$ cat config.mk
export PLATFORM = sky130hd
export DESIGN_NAME = output_write_ctrl
export DESIGN_NICKNAME = d
export VERILOG_FILES = /design/src/rtl/sobel_out_pkg.sv /design/src/rtl/out_pixel_counter.sv /design/src/rtl/output_write_ctrl.sv
export SDC_FILE = /design/constraint.sdc
export NUM_CORES = 1
export LEC_CHECK = 0
export ABC_AREA = 1
export CELL_PAD_IN_SITES_DETAIL_PLACEMENT = 2
export CELL_PAD_IN_SITES_GLOBAL_PLACEMENT = 2
export CORE_MARGIN = 2
export CORE_UTILIZATION = 29
export CTS_CLUSTER_SIZE = 25
export DETAILED_ROUTE_END_ITERATION = 6
export GPL_ROUTABILITY_DRIVEN = 1
export PLACE_DENSITY = 0.83
export SYNTH_ARGS = -nofsm -noshare
export SYNTH_HDL_FRONTEND = slang
export SYNTH_HIERARCHICAL = 1
export SYNTH_SLANG_ARGS = --single-unit
$ cat constraint.sdc
create_clock -name i_clk -period 2.2 [get_ports i_clk]
set_input_delay 0.44 -clock i_clk [delete_from_list [all_inputs] [get_ports i_clk]]
set_output_delay 0.44 -clock i_clk [all_outputs]
set_load 0.05 [all_outputs]
$ cat src/rtl/sobel_out_pkg.sv
// Shared types and constants for the Sobel output write path.
package sobel_out_pkg;

  localparam int unsigned WORD_BITS      = 32;
  localparam int unsigned BYTES_PER_WORD = 4;

  typedef enum logic [2:0] {
    StIdle,
    StAccept,
    StPad,
    StFlush,
    StDone
  } out_state_t;

  function automatic int unsigned words_per_row(input int unsigned width);
    return (width + WORD_BITS - 1) / WORD_BITS;
  endfunction

endpackage

$ cat src/rtl/out_pixel_counter.sv
// Column/row position tracker for the output path; flags the last pixel of a row,
// a completed row and the end of the image.
module out_pixel_counter #(
  parameter int unsigned IMG_WIDTH  = 320,
  parameter int unsigned IMG_HEIGHT = 240
) (
  input  logic i_clk,
  input  logic i_rst,
  input  logic i_clear,
  input  logic i_col_inc,
  input  logic i_row_adv,
  output logic o_col_last,
  output logic o_row_end,
  output logic o_img_end
);

  localparam int unsigned ColW = $clog2(IMG_WIDTH + 1);
  localparam int unsigned RowW = $clog2(IMG_HEIGHT + 1);

  localparam logic [ColW-1:0] ColLast = ColW'(IMG_WIDTH - 1);
  localparam logic [ColW-1:0] ColEnd  = ColW'(IMG_WIDTH);
  localparam logic [RowW-1:0] RowLast = RowW'(IMG_HEIGHT - 1);

  logic [ColW-1:0] r_col_cnt;
  logic [RowW-1:0] r_row_cnt;

  always_ff @(posedge i_clk) begin
    if (i_rst || i_clear) begin
      r_col_cnt <= '0;
      r_row_cnt <= '0;
    end else if (i_row_adv) begin
      r_col_cnt <= '0;
      r_row_cnt <= r_row_cnt + RowW'(1);
    end else if (i_col_inc) begin
      r_col_cnt <= r_col_cnt + ColW'(1);
    end
  end

  assign o_col_last = (r_col_cnt == ColLast);
  assign o_row_end  = (r_col_cnt == ColEnd);
  assign o_img_end  = o_row_end && (r_row_cnt == RowLast);

endmodule

$ cat src/rtl/output_write_ctrl.sv
// Sequencer that packs the serial edge-pixel stream into 32-bit outputBuffer words,
// zero-pads each row's last word and issues addressed word writes.
module output_write_ctrl
  import sobel_out_pkg::*;
#(
  parameter int unsigned IMG_WIDTH  = 320,
  parameter int unsigned IMG_HEIGHT = 240,
  parameter logic [31:0] BASE_ADDR  = 32'h0000_0000
) (
  input  logic        i_clk,
  input  logic        i_rst,
  input  logic        i_start,
  input  logic        i_pix_valid,
  input  logic        i_pix_in,
  output logic        o_pix_ready,
  output logic        o_out_en,
  output logic        o_edge_pixel,
  input  logic        i_out_full,
  input  logic        i_mem_ready,
  output logic        o_write_out_enable,
  output logic [31:0] o_write_addr,
  output logic        o_img_done,
  output logic        o_busy
);

  localparam logic [4:0] BitLast = 5'(WORD_BITS - 1);

  out_state_t  r_state;
  logic [4:0]  r_bit_cnt;
  logic [31:0] r_addr;

  logic w_start;
  logic w_accept;
  logic w_pad;
  logic w_write;
  logic w_bit_last;
  logic w_col_last;
  logic w_row_end;
  logic w_img_end;

  assign w_start    = (r_state == StIdle) && i_start;
  assign w_accept   = (r_state == StAccept) && i_pix_valid;
  assign w_pad      = (r_state == StPad);
  assign w_write    = (r_state == StFlush) && i_out_full && i_mem_ready;
  assign w_bit_last = (r_bit_cnt == BitLast);

  out_pixel_counter #(
    .IMG_WIDTH  (IMG_WIDTH),
    .IMG_HEIGHT (IMG_HEIGHT)
  ) u_pix_cnt (
    .i_clk      (i_clk),
    .i_rst      (i_rst),
    .i_clear    (w_start),
    .i_col_inc  (w_accept),
    .i_row_adv  (w_write && w_row_end),
    .o_col_last (w_col_last),
    .o_row_end  (w_row_end),
    .o_img_end  (w_img_end)
  );

  always_ff @(posedge i_clk) begin
    if (i_rst) begin
      r_state   <= StIdle;
      r_bit_cnt <= '0;
      r_addr    <= BASE_ADDR;
    end else begin
      unique case (r_state)
        StIdle: begin
          if (i_start) begin
            r_bit_cnt <= '0;
            r_addr    <= BASE_ADDR;
            r_state   <= StAccept;
          end
        end
        StAccept: begin
          if (i_pix_valid) begin
            r_bit_cnt <= r_bit_cnt + 5'd1;
            // A full word wins over row end when the row fills the word exactly.
            if (w_bit_last) begin
              r_state <= StFlush;
            end else if (w_col_last) begin
              r_state <= StPad;
            end
          end
        end
        StPad: begin
          r_bit_cnt <= r_bit_cnt + 5'd1;
          if (w_bit_last) begin
            r_state <= StFlush;
          end
        end
        StFlush: begin
          if (w_write) begin
            r_addr  <= r_addr + 32'(BYTES_PER_WORD);
            r_state <= w_img_end ? StDone : StAccept;
          end
        end
        StDone: begin
          r_state <= StIdle;
        end
        default: begin
          r_state <= StIdle;
        end
      endcase
    end
  end

  assign o_pix_ready        = (r_state == StAccept);
  assign o_out_en           = w_accept || w_pad;
  assign o_edge_pixel       = w_accept && i_pix_in;
  assign o_write_out_enable = w_write;
  assign o_write_addr       = r_addr;
  assign o_img_done         = (r_state == StDone);
  assign o_busy             = (r_state != StIdle);

endmodule

==> metrics.yaml <==
synth_top_family_by_area: "simple AND/OR/NAND/NOR gates"
diodes: 0
syn_area_um2: 3253
grt_pass1_vias: 3697
crit_buf_inv: 1
run_status: "complete, no violations"
finClkSkew_ns: 0.008390
fin_setup_tns_ns: 0
clockBufferDepth: 2
critical_path.startpoint_type: "flop"
clockRootBuffer: "clkbuf_8"
drc_errors: 0
drtAntennaViolNets: 0
num_rows: 38
setup.worst_path.class: "reg2out"
synth-seq-area-share_pct: 33.85
core_um2: 10890
start_util_pct: 29.88
final_max_slew_viol_count: 0
crit_family: "buffers and inverters"
critPathSlowestCell: "clkdlybuf4s50_1"
yosysUniqueCellTypes: 34
synth_flop_cell: "dfxtp_1"
drive_above_1_share_pct: 9.722
synth-compound-area-share_pct: 7.885
wire_per_inst_um: 15.23
cp.arrival_ns: 1.65
setup_viol: 0
place.port_buffers: 42
drt-pass1-iter-count: 4
required_ns: 1.76
slowest_delay_ns: 0.86
die_y_um: 109.9
synthArstFlopShare_pct: 0
avgViaCountPerCell: 4.852
synth_seq_cells: 55
clk_latency_ns: 0.34
synth_edf_count: 0
syn_area_per_cell_um2: 6.244
die_w_um: 109.9
rsz0062_at_grt: "no"
synthMuxAreaShare_pct: 0
hold_path_class: "reg2reg"
synth_xor_xnor_area_share_pct: 0.8077
maxCapViolCount: 0
crit_chain: "clkdlybuf4s50_1"
cp_max_fo: 6
grt_max_degree: 19
dieArea_um2: 12080
grt_antenna_before_repair: 0
power_density_nw_per_um2: 668.3
synthSimpleGateAreaFrac_pct: 45.73
synth_adder_area_share_pct: 2.308
grt_use_total_pct: 19.61
place_hpwl_um: 8714
yosys_warnings: 6
grt_remaining_overflow: 0
syn_to_final_growth_pct: 23.00
power.total_mw: 2.674
cts_tree: "yes"
crit_path_end_kind: "primary output"
fin_crit_ns: 2.095
finalWirelength_um: 10910
gp_congestion: 0.8237
layout_common_cells: "171 x nand2_1, 91 x nor2_1, 59 x inv_1, 54 x dfxtp_1, 36 x clkdlybuf4s50_1"
path_clk_slew_ns: 0.10
grt_pass1_wl_um: 18520
worstMarginPinSlew_ns: 0.5071
ioPinCount: 45
clock_sinks: 55
h-tree-depth: 2
timing.fmax_mhz: 477.4
vias: 3474
p_leak_nw: 1.514
final_nets: 588
peakVddDrop_mv: 0.3981
first_iter_violations: 162
fin_crit_sh_pct: 95.21
cts_setup_buffers: 0
final_common_cell: "nand2_1"
cts_made_buffers: 5
relSlewSlack_pct: 66.08
finalHoldViolCount: 0
syn_inst: 521
## worst register-to-register path, delay by kind of cell, from the launching register on
| kind | cells | cell delay [ns] |
|---|---|---|
| simple gates | 8 | 0.97 |
| flops | 1 | 0.36 |
| buf+inv | 4 | 0.30 |
| fa+ha+maj | 1 | 0.16 |
## metrics by stage
| step | area (um2) | setup slack, ns | hold slack (ns) | util, % | instances |
|---|---|---|---|---|---|
| detailed placement | 3895 | 0.1180 | 0.4598 | 35.77 | 708 |
| finish | 4001 | 0.1055 | 0.4719 | 36.75 | 716 |
| global placement | 3895 | 0.1789 | 0.4536 | 35.77 | 708 |
| floorplan | 3257 | 0.003507 | 0.4390 | - | 522 |
| global route | 4001 | 0.02874 | 0.5178 | 36.75 | 716 |
| CTS | 3995 | 0.06567 | 0.4743 | 36.69 | 716 |
## per-layer routing
layer	vias up	part of all wire (%)	global-route usage, %
met5	-	0	0
met4	0	0.80	3.345
met3	6	2.3	3.912
met2	31	51	34.88
met1	1702	46	24.63
li1	1735	-	-
## logic make-up (layout without fill, tap and decap cells)
group | after synthesis | after routing
xor+xnor | 3 | 3
simple gates | 336 | 336
other cells | 1 | 2
buf+inv | 71 | 125
fa+ha+maj | 6 | 6
flops | 55 | 55
compound gates | 49 | 49
## area by class of cell
| cell class | instances | area, um2 |
|---|---|---|
| fill | 1341 | 6887 |
| multi-input combinational | 396 | 1858 |
| sequential | 55 | 1102 |
| timing repair buffer | 53 | 525.5 |
| inverter | 64 | 240.2 |
| tap | 140 | 175.2 |
| clock buffer | 8 | 100.1 |
## flip-flops by register name (all words and copies together) (netlist names)
name / flops
r_state: 3
r_bit_cnt: 5
u_pix_cnt/r_col_cnt: 9
o_write_addr: 30
u_pix_cnt/r_row_cnt: 8
## power by group
part | switching [mW] | internal [mW]
clock | 0.370 | 0.289
combinational | 0.648 | 0.284
sequential | 0.0508 | 1.03
## path summary, 6_finish.rpt
check             slack, ns                   start                      to  depth (start not counted)
setup / recovery       0.11        o_write_addr[23]        o_write_addr[23]                          1
hold / removal         0.47  u_pix_cnt/r_col_cnt[8]  u_pix_cnt/r_col_cnt[8]                          2
setup reg to reg       0.30  u_pix_cnt/r_col_cnt[0]  u_pix_cnt/r_row_cnt[6]                         13
hold reg to reg        0.47  u_pix_cnt/r_col_cnt[8]  u_pix_cnt/r_col_cnt[8]                          2
## synthesized netlist by cell type, drive strengths merged, types with 2 or more instances
cell type / instances / area [um2]
nand2: 175 / 680.7
nor2: 104 / 447.9
inv: 63 / 236.5
dfxtp: 55 / 1101
nand3: 38 / 225.2
a21oi: 34 / 173.9
o21ai: 11 / 55.05
nand4: 9 / 68.81
buf: 7 / 62.55
ha: 6 / 75.07
nor3: 6 / 35.03
a31oi: 2 / 12.51
and2: 2 / 12.51
o21bai: 2 / 15.01
xnor2: 2 / 17.52
## what timing repair did
item                       CTS  global route
resized for setup            0             2
setup endpoints to repair    0             1
hold buffers                 0             0
Note: power is estimated with default switching activity, not from simulation.
